[src/rtl/cal_pkg.sv]
// Shared types and month-length logic for the calendar chain.
package cal_pkg;

    typedef enum logic [1:0] {
        RUN      = 2'd0,
        SET_TIME = 2'd1,
        SET_DATE = 2'd2,
        CLAMP    = 2'd3
    } cal_state_t;

    // 0-based month numbers of the short months
    localparam logic [6:0] FEB = 7'd1;
    localparam logic [6:0] APR = 7'd3;
    localparam logic [6:0] JUN = 7'd5;
    localparam logic [6:0] SEP = 7'd8;
    localparam logic [6:0] NOV = 7'd10;

    // Days in a month; also used by the day counter so the two can never disagree.
    // Out-of-range months fall through to 31.
    function automatic logic [6:0] month_len(input logic [6:0] mon);
        case (mon)
            FEB:                return 7'd28;
            APR, JUN, SEP, NOV: return 7'd30;
            default:            return 7'd31;
        endcase
    endfunction

endpackage

[src/rtl/cal_ctrl_btn_edge.sv]
// Multi-flop synchronizer with a rising-edge pulse on its output.
module btn_edge #(
    parameter int   SYNC_STAGES = 2,
    parameter logic RST_VAL     = 1'b1
) (
    input  logic clk,
    input  logic rst,
    input  logic din,
    output logic level,
    output logic pulse
);

    logic [SYNC_STAGES-1:0] sync;
    logic                   prev;

    // Shift the raw input through the chain; prev holds last cycle's synced level.
    // Resetting to RST_VAL=1 keeps a button held through reset from pulsing.
    always_ff @(posedge clk or negedge rst) begin
        if (!rst) begin
            sync <= {SYNC_STAGES{RST_VAL}};
            prev <= RST_VAL;
        end else begin
            sync <= {sync[SYNC_STAGES-2:0], din};
            prev <= sync[SYNC_STAGES-1];
        end
    end

    assign level = sync[SYNC_STAGES-1];
    assign pulse = level & ~prev;

endmodule

[src/rtl/cal_ctrl.sv]
// Calendar sequencing controller: run-mode carry cascade, set-mode button
// advance, and a one-cycle day clamp after a manual month change.
module cal_ctrl
    import cal_pkg::*;
#(
    parameter int SYNC_STAGES = 2
) (
    input  logic       clk,
    input  logic       rst,
    input  logic       tick,
    input  logic       sec_z,
    input  logic       min_z,
    input  logic       hr_z,
    input  logic       day_z,
    input  logic [6:0] mon_in,
    input  logic [6:0] day_in,
    input  logic       set_time,
    input  logic       set_date,
    input  logic       min_adv,
    input  logic       hr_adv,
    input  logic       day_adv,
    input  logic       mon_adv,
    output logic       sec_en,
    output logic       min_en,
    output logic       hr_en,
    output logic       day_en,
    output logic       mon_en,
    output logic       sec_clr,
    output logic       day_clr,
    output logic [1:0] mode
);

    cal_state_t state, mode_next;
    logic st_lvl, sd_lvl;
    logic min_p, hr_p, day_p, mon_p;
    logic st_edge_unused, sd_edge_unused;
    logic unused;

    // Mode levels: synchronizer only, start low.
    btn_edge #(.SYNC_STAGES(SYNC_STAGES), .RST_VAL(1'b0)) u_st (
        .clk(clk), .rst(rst), .din(set_time), .level(st_lvl), .pulse(st_edge_unused));
    btn_edge #(.SYNC_STAGES(SYNC_STAGES), .RST_VAL(1'b0)) u_sd (
        .clk(clk), .rst(rst), .din(set_date), .level(sd_lvl), .pulse(sd_edge_unused));

    logic [3:0] btn_raw, btn_p, btn_lvl_unused;
    assign btn_raw = {mon_adv, day_adv, hr_adv, min_adv};

    for (genvar i = 0; i < 4; i++) begin : g_btn
        btn_edge #(.SYNC_STAGES(SYNC_STAGES), .RST_VAL(1'b1)) u_btn (
            .clk(clk), .rst(rst), .din(btn_raw[i]),
            .level(btn_lvl_unused[i]), .pulse(btn_p[i]));
    end

    assign {mon_p, day_p, hr_p, min_p} = btn_p;
    assign unused = ^{st_edge_unused, sd_edge_unused, btn_lvl_unused};

    // Mode selected by the synchronized levels; set_time wins over set_date.
    always_comb begin
        mode_next = RUN;
        if (st_lvl)      mode_next = SET_TIME;
        else if (sd_lvl) mode_next = SET_DATE;
    end

    // State register: a month advance in date-set forces one clamp cycle.
    always_ff @(posedge clk or negedge rst) begin
        if (!rst) begin
            state <= RUN;
        end else begin
            case (state)
                SET_DATE: state <= mon_p ? CLAMP : mode_next;
                default:  state <= mode_next;
            endcase
        end
    end

    // Enables and clears decoded from state; all held low while in reset.
    always_comb begin
        sec_en  = 1'b0;
        min_en  = 1'b0;
        hr_en   = 1'b0;
        day_en  = 1'b0;
        mon_en  = 1'b0;
        sec_clr = 1'b0;
        day_clr = 1'b0;
        if (rst) begin
            case (state)
                RUN: begin
                    sec_en = tick;
                    min_en = tick & sec_z;
                    hr_en  = tick & sec_z & min_z;
                    day_en = tick & sec_z & min_z & hr_z;
                    mon_en = tick & sec_z & min_z & hr_z & day_z;
                end
                SET_TIME: begin
                    sec_clr = 1'b1;
                    min_en  = min_p;
                    hr_en   = hr_p;
                end
                SET_DATE: begin
                    // A month change wins; the day pulse is dropped so the
                    // clamp sees a consistent day value.
                    mon_en = mon_p;
                    day_en = day_p & ~mon_p;
                end
                CLAMP: begin
                    day_clr = (day_in >= month_len(mon_in));
                end
                default: ;
            endcase
        end
    end

    assign mode = state;

endmodule

[config.mk]
export PLATFORM = sky130hd
export DESIGN_NAME = cal_ctrl
export DESIGN_NICKNAME = d
export VERILOG_FILES = /design/src/rtl/cal_pkg.sv /design/src/rtl/cal_ctrl_btn_edge.sv /design/src/rtl/cal_ctrl.sv
export SDC_FILE = /design/constraint.sdc
export NUM_CORES = 1
export LEC_CHECK = 0
export ABC_CLOCK_PERIOD_IN_PS = 2300
export CORE_MARGIN = 2
export CORE_UTILIZATION = 40
export CTS_BUF_LIST = sky130_fd_sc_hd__clkbuf_4 sky130_fd_sc_hd__clkbuf_8
export DETAILED_ROUTE_END_ITERATION = 6
export GPL_TIMING_DRIVEN = 0
export HOLD_SLACK_MARGIN = 0.08
export PLACE_DENSITY = 0.83
export RECOVER_POWER = 25
export SKIP_CTS_REPAIR_TIMING = 1
export SLEW_MARGIN = 20
export SYNTH_ARGS = -nofsm -noshare
export SYNTH_HDL_FRONTEND = slang
export SYNTH_SLANG_ARGS = --single-unit
[constraint.sdc]
create_clock -name clk -period 2.3 [get_ports clk]
set_clock_uncertainty 0.15 [all_clocks]
set_input_delay 0.23 -clock clk [delete_from_list [all_inputs] [get_ports clk]]
set_output_delay 0.23 -clock clk [all_outputs]
set_load 0.05 [all_outputs]
# Yosys cells after proc, flatten, opt, wreduce, memory -nomap -nowiden
# Index checks and enable logic that the tools add are counted.
[totals]
out_inout_bits = 9
reg_bits = 18
elab_cells = 57
[classes]
eq_ne = 8
mux = 21
bitwise = 14
magnitude_cmp = 1
reduce_logical = 2
[op_table]
columns = ["operator", "n"]
rows = [
  ["7-bit by 4-bit equality test with 1-bit output, second input constant", 2],
  ["7-bit two-way mux", 2],
  ["1-bit two-way mux", 10],
  ["1-bit AND", 9],
  ["2-bit two-way mux", 4],
  ["1-bit one-hot mux with 2 select lines", 4],
  ["7-bit by 1-bit equality test with 1-bit output, second input constant", 1],
  ["7-bit by 2-bit equality test with 1-bit output, second input constant", 1],
  ["7-bit by 3-bit equality test with 1-bit output, second input constant", 1],
  ["7-bit greater-or-equal comparator", 1],
  ["1-bit inverter", 5],
  ["2-bit equality test, second input constant", 2],
  ["2-bit one-hot mux with 2 select lines", 1],
  ["4-bit OR reduction", 1],
  ["2-bit by 1-bit equality test with 1-bit output, second input constant", 1],
  ["2-bit logical NOT", 1],
]

# Logic depth before layout (Yosys ltp)
# Gate-level depths: netlist of run 1.
[logic_depth]
ltp_word = 8
mapped_depth = 7
ltp_nobuf = 7

# Hierarchy
# A second synthesis of run 1 with hierarchy kept.
[hier_totals]
hier_cells = 61
area_unflattened_um2 = 820.8
[modules_own_cells]
columns = ["mod", "area_each_um2", "cells_each", "n_inst"]
rows = [
  ["btn_edge (g_btn[0].u_btn ...)", 92.6, 4, 4],
  ["cal_ctrl", 272.8, 37, 1],
  ["btn_edge (u_sd ...)", 88.8, 4, 2],
]

# Least setup slack after synthesis of run 1
# No wires, ideal clock.
[synth_timing]
path_kind = "input port to output port"
startpoint = "in mon_in[0]"
endpoint = "out day_clr"
n_path_buf = 0
setup_slack_ns = -0.406
arrival_time_ns = 2.326
stages = 7
path_cell_list = "nor3b_1 > a21oi_1 > or4_1 > ha_1 > nand2b_1 > a2111oi_0 > nor3_1"
[synth_via]
elab_chain_len = 8
word_cells_on_any_way = 12
[synth_lines]
columns = ["element", "line", "source"]
rows = [
  ["start: declaration", "cal_ctrl.sv:15", "input logic [6:0] mon_in,"],
  ["7-bit by 2-bit equality test with 1-bit output (tied with other cells)", "cal_pkg.sv:21", "case (mon)"],
  ["4-bit OR reduction", "cal_pkg.sv:21", ""],
  ["2-bit one-hot mux with 2 select lines (*)", "cal_pkg.sv:21", ""],
  ["7-bit two-way mux (*)", "cal_ctrl.sv:86", "case (state)"],
  ["7-bit two-way mux (*)", "cal_ctrl.sv:85", "if (rst) begin"],
  ["7-bit greater-or-equal comparator (*)", "cal_ctrl.sv:106", "day_clr = (day_in >= month_len(mon_in));"],
  ["1-bit two-way mux (*)", "cal_ctrl.sv:86", ""],
  ["1-bit two-way mux (*)", "cal_ctrl.sv:85", ""],
  ["end: declaration", "cal_ctrl.sv:29", "output logic day_clr,"],
]
# Every way passes the cells marked *; elsewhere a longest branch is shown, timed or not. The select of a mux whose other input is x is not followed.

# Final worst setup path of run 1
[layout_timing]
startpoint = "in mon_in[5]"
endpoint = "out day_clr"
# Same word-level chain as after synthesis.

==> flow_metrics.tcl, run 1 <==
set metrics [dict create \
    start_kind "primary input" \
    critPathCaptureType "primary output" \
    switching_power_mw 0.144 \
    antenna_cells 0 \
    cp.arrival_ns 2.15 \
    dp_hpwl_um 1190 \
    setup_tns_ns -0.234 \
    reg2reg_depth 2 \
    violations "negative setup slack" \
    clkPwrFrac_pct 23.0 \
    fin_crit_sh_pct 110 \
    pwr-share-seq_pct 57.3 \
    ys_ff_latch 18 \
    maxSlewViolCount 0 \
    p_per_area_mw_per_mm2 506 \
    r2r_setup_slack_ns 1.22 \
    ant_nets 0 \
    ys.warnings.count 0 \
    ys_seq_area_share_pct 65.3 \
    r2r-end "mode[0]" \
    area_growth_pct 68.8 \
    final_util_pct 70.5 \
    layout_common_cells "17 x clkdlybuf4s50_1, 12 x dfstp_2, 10 x dlymetal6s2s_1, 8 x dlygate4sd3_1, 6 x dfrtp_1" \
    insertion_delay_ns 0.28 \
    dieHeight_um 46.2 \
    antenna_found_initial 0 \
    fin_hold_ws_ns 0.209 \
    maxCapViolCount 0 \
    wire_per_inst_um 12.9 \
    max_clock_freq_ghz 0.395 \
    start_util_pct 41.8 \
    vdd_ir_drop_max_mv 0.367 \
    syn_inst 56 \
    worst_slew_pin_slew_ns 0.519 \
    layout_setup_ws_ns -0.234 \
    grt_pass1_vias 515 \
    placed_area_mm2 0.00110 \
    first_iter_violations 6 \
    power_leakage_nw 0.587 \
    drive_above_1_share_pct 25.0 \
    grt_max_degree 23 \
    internal-power_mw 0.465 \
    min_to "u_st.sync[1]" \
    avgSynthCellArea_um2 12.7 \
    final_common_cell "clkdlybuf4s50_1" \
    fillCellCount 147 \
    cts_tree "yes" \
    drcViolationCount 0 \
    grt_pass1_wl_um 2070 \
    row_count 15 \
    core-area_mm2 0.00171 \
    ios 36 \
    maxSlewHeadroom_pct 65.4 \
    final_cells 121 \
    syn_area_um2 713 \
    synth_nets 85 \
    r2r_start "g_btn[3].u_btn.sync[1]" \
    clk_pin_slew_ns 0.08 \
    multi_input_area_um2 278 \
    drt_wl_total_um 1560 \
    worstPathRequired_ns 1.92 \
    seq_area_um2 465 \
    dr_total_vias 592 \
    cts_max_level 1 \
    first_pass_iters 3 \
    avgViaCountPerCell 4.89 \
    clock_path_buffers 2 \
    nets 127 \
    p_comb_share_pct 19.7 \
    grt_util_all_layers_pct 13.8 \
    place_ws_ns -1.13 \
    cts_num_sinks 18 \
    gp_congestion 0.638 \
    final_area_mm2 0.00120 \
    io_buffers 35 \
    clock-root-buffer "clkbuf_4" \
    finalPower_mw 0.609 \
    whs_path_depth 0 \
    hold_path.class "reg2reg" \
    numCtsBuffers 3 \
    p_sw_share_pct 23.7 \
    rsz0062_at_grt "true" \
    grt_overflow 0 \
    hold_viol 0 \
    crit_type "in2out" \
    dp_cells 116 \
    period_needed_ns 2.53 \
    min_from "u_st.sync[0]" \
    die-width_um 46.2 \
    die_area_mm2 0.00214 \
    crit_fanout 2 \
    status "complete, but fails checks" \
    synth_cell_types 23 \
    setup_viol 1 \
]
power by group through the flow:
| stage | Sequential, mW | Combinational, mW | Clock [mW] |
|---|---|---|---|
| floorplan | 0.359 | 0.0364 | 0 |
| global placement | 0.353 | 0.111 | 0 |
| detailed placement | 0.354 | 0.114 | 0 |
| CTS | 0.349 | 0.114 | 0.150 |
| global route | 0.351 | 0.129 | 0.155 |
| finish | 0.349 | 0.120 | 0.140 |
flip-flops by register name (all words and copies together), names as in the netlist:
| name | count |
|---|---|
| u_st.sync | 2 |
| g_btn.u_btn.prev | 4 |
| u_sd.sync | 2 |
| g_btn.u_btn.sync | 8 |
| mode | 2 |
cell usage after synthesis, drive strengths merged:
| cell | n | share of area, % |
|---|---|---|
| nand2 | 2 | 1.1 |
| dfrtp | 6 | 21 |
| o21bai | 1 | 1.1 |
| or4b | 1 | 1.4 |
| dfstp | 12 | 44 |
| a21oi | 5 | 3.5 |
| clkbuf | 1 | 0.53 |
| a311oi | 1 | 1.2 |
| nand4 | 1 | 0.88 |
| nand3b | 3 | 3.2 |
| nor2 | 2 | 1.1 |
| a2111oi | 1 | 1.2 |
| nor3b | 2 | 2.1 |
| and4 | 1 | 1.2 |
| nand3 | 3 | 2.1 |
| ha | 2 | 3.5 |
| nand2b | 3 | 2.6 |
| inv | 3 | 1.6 |
| or4 | 1 | 1.1 |
| o22ai | 2 | 1.8 |
| nor4 | 1 | 1.8 |
| nand4b | 1 | 1.2 |
| nor3 | 1 | 0.70 |
cells by family after synthesis:
kind of cell             synth area share, %
flip-flops                              65.3
buffers and inverters                   2.10
AND/OR/NAND/NOR                         20.4
AO/OA/AOI/OAI                           8.77
adder cells (fa/ha/maj)                 3.51
layout make-up:
class,instances,share of cell area (%)
well taps,25,2.60
inverters,3,0.936
clock buffers,3,1.87
plain buffers,1,0.312
multi-input cells,34,23.1
repair buffers,37,32.5
flip-flops and latches,18,38.7
routing by layer:
layer  track usage [%]  wire length [um]
met2              25.0               782
met5                 0                 0
met3              4.71               238
met4              6.86                 0
met1              13.7               537
worst max path at each step:
stage               slack, ns  endpoint       from  depth (start not counted)
global route            -0.30   day_clr  mon_in[5]                          7
detailed placement      -1.13   day_clr  mon_in[3]                          9
global placement        -1.09   day_clr  mon_in[3]                          9
floorplan               -0.01   day_clr  mon_in[0]                          7
finish                  -0.23   day_clr  mon_in[5]                          7
CTS                     -1.14   day_clr  mon_in[3]                          9
critical path, cell delays in order:
cell and delay (ns):
clkdlybuf4s50_1 0.43, or4_1 0.53, ha_1 0.28, nand2b_4 0.15, a2111oi_4 0.30, nor3_2 0.07
buf_6 0.16
No activity file was read; power rests on OpenSTA's default activity.
==> run 2, diff against run 1 <==
--- a/config.mk
+++ b/config.mk
@@ -5,14 +5,13 @@
 export SDC_FILE = /design/constraint.sdc
 export NUM_CORES = 1
 export LEC_CHECK = 0
-export ABC_CLOCK_PERIOD_IN_PS = 2300
-export CORE_MARGIN = 2
-export CORE_UTILIZATION = 40
+export ABC_CLOCK_PERIOD_IN_PS = 2100
+export CORE_UTILIZATION = 36
 export CTS_BUF_LIST = sky130_fd_sc_hd__clkbuf_4 sky130_fd_sc_hd__clkbuf_8
 export DETAILED_ROUTE_END_ITERATION = 6
 export GPL_TIMING_DRIVEN = 0
 export HOLD_SLACK_MARGIN = 0.08
-export PLACE_DENSITY = 0.83
+export PLACE_DENSITY = 0.79
 export RECOVER_POWER = 25
 export SKIP_CTS_REPAIR_TIMING = 1
 export SLEW_MARGIN = 20
==> constraint.sdc (replaced) <==
create_clock -name clk -period 2.1 [get_ports clk]
set_clock_uncertainty 0.15 [all_clocks]
set_input_delay 0.21 -clock clk [delete_from_list [all_inputs] [get_ports clk]]
set_output_delay 0.21 -clock clk [all_outputs]
set_load 0.05 [all_outputs]
==> run 2 against run 1 <==
  * The run still ends with negative setup slack left
  * Power up 8.7%
  * Hold slack worse by 0.00084 ns
  * Critical path type unchanged
  * Sequential power grew 9.2%
  * Highest routed layer unchanged
  * Register-to-register slack got worse by 0.19 ns
  * Final area shrank 1.5%
  * Routed wire length decreased by 2.8%
  * Die area increased by 1.2%
  * Sequential cell count unchanged
  * Clock power is 6% higher
  * Sequential share of layout area rose by 0.57 points
  * Critical endpoint unchanged
==> flow_metrics.tcl, run 2 (synthesis gave the netlist of run 1 again) <==
set metrics [dict create \
    numCtsBuffers 3 \
    largest_reg_flops 8 \
    row_count 15 \
    place_ws_ns -1.35 \
    fin_crit_sh_pct 114 \
    clk_pin_slew_ns 0.08 \
    cts_num_sinks 18 \
    crit_fanout 3 \
    maxSlewHeadroom_pct 66.3 \
    ios 36 \
    cp_top_family "simple AND/OR/NAND/NOR gates" \
    final_common_cell "clkdlybuf4s50_1" \
    max_clock_freq_ghz 0.419 \
    setup_tns_ns -0.286 \
    fin_hold_ws_ns 0.208 \
    antenna_cells 0 \
    wire_per_inst_um 12.5 \
    p_per_area_mw_per_mm2 558 \
    first_iter_violations 3 \
    worstPathRequired_ns 1.74 \
    first_pass_iters 4 \
    violations "negative setup slack" \
    top_register "g_btn.u_btn.sync" \
    cts_max_level 1 \
    grt_pass1_vias 583 \
    reg_top3 "g_btn.u_btn.sync (8), g_btn.u_btn.prev (4)" \
    ant_nets 0 \
    crit_type "in2out" \
    crit_buf_inv 2 \
    io_buffers 35 \
    vdd_ir_drop_max_mv 0.505 \
    grt_max_degree 23 \
    final_util_pct 66.5 \
    worst_slew_pin_slew_ns 0.505 \
    die_area_mm2 0.00216 \
    start_kind "primary input" \
    grt_pass1_wl_um 2130 \
    nets 127 \
    drt_wl_total_um 1510 \
    rsz0062_at_grt "true" \
    setup_viol 1 \
    crit_slowest_cell "or4_1" \
    core-area_mm2 0.00178 \
    drcViolationCount 0 \
    dp_hpwl_um 1130 \
    placed_area_mm2 0.00112 \
    start_util_pct 40.0 \
    insertion_delay_ns 0.27 \
    critPathCaptureType "primary output" \
    grt_overflow 0 \
    clock_path_buffers 2 \
    cp.arrival_ns 2.03 \
    cts_tree "yes" \
    gp_congestion 0.643 \
    hold_path.class "reg2reg" \
    die-width_um 46.5 \
    clock-root-buffer "clkbuf_4" \
    layout_setup_ws_ns -0.286 \
    status "complete, but fails checks" \
    power_leakage_nw 0.516 \
    antenna_found_initial 0 \
    layout_common_cells "14 x clkdlybuf4s50_1, 12 x dfstp_2, 8 x dlygate4sd3_1, 7 x clkbuf_2, 6 x dfrtp_1" \
    final_area_mm2 0.00119 \
    critPathMaxStageDelay_ns 0.41 \
    dieHeight_um 46.5 \
    path_cells "dlymetal6s2s_1 -> nor3b_2 -> a21oi_1 -> or4_1 -> ha_1 -> nand2b_4 -> a2111oi_4 -> nor3_2 -> buf_6" \
    grt_util_all_layers_pct 14.0 \
    maxCapViolCount 0 \
    hold_viol 0 \
    drive_above_1_share_pct 37.5 \
    dr_total_vias 605 \
    area_growth_pct 66.3 \
    avgViaCountPerCell 5.00 \
    maxSlewViolCount 0 \
    period_needed_ns 2.39 \
]
[run 2: cell types whose count changed in the layout (fill, tap and decap cells not counted), sizes merged]
cell           before  now
clkbuf              5   12
dlymetal6s2s       10    5
clkdlybuf4s50      17   14
buf                 1    2
[run 2: stage by stage]
step | total power [mW] | cells
after global routing | 0.697 | 121
final | 0.662 | 121
after detailed placement | 0.515 | 116
after CTS | 0.668 | 119
after global placement | 0.511 | 116
after floorplan | 0.436 | 56
[run 2: path summary, 6_finish.rpt]
check                                  startpoint                      to  slack (ns)  cells past startpoint
setup / recovery                        mon_in[0]                 day_clr       -0.29                      9
hold / removal             g_btn[1].u_btn.sync[0]  g_btn[1].u_btn.sync[1]        0.21                      0
setup reg to reg              g_btn[3].u_btn.prev                 mode[1]        1.03                      2
hold reg to reg            g_btn[1].u_btn.sync[0]  g_btn[1].u_btn.sync[1]        0.21                      0
max in group asynchronous                     rst     g_btn[3].u_btn.prev        1.07                      2
min in group asynchronous                     rst            u_sd.sync[1]        0.28                      2
[run 2: power breakdown]
| group | leakage, nW | internal (mW) | switching [mW] |
|---|---|---|---|
| clock network | 0.0138 | 0.0662 | 0.0826 |
| registers | 0.197 | 0.374 | 0.00770 |
| logic | 0.305 | 0.0655 | 0.0664 |
[run 2: layout make-up]
cell class	count	area, um2
timing repair buffer	37	348
buffer	1	3.75
sequential	18	465
fill	144	597
clock buffer	3	22.5
inverter	3	11.3
tap	25	31.3
multi-input combinational	34	304
[run 2: routing by layer]
layer,vias up,global-route usage [%],routed length [um]
li1,290,-,-
met1,285,12.7,567
met2,30,27.2,762
met3,0,5.10,183
met4,0,5.29,0
met5,-,0,0
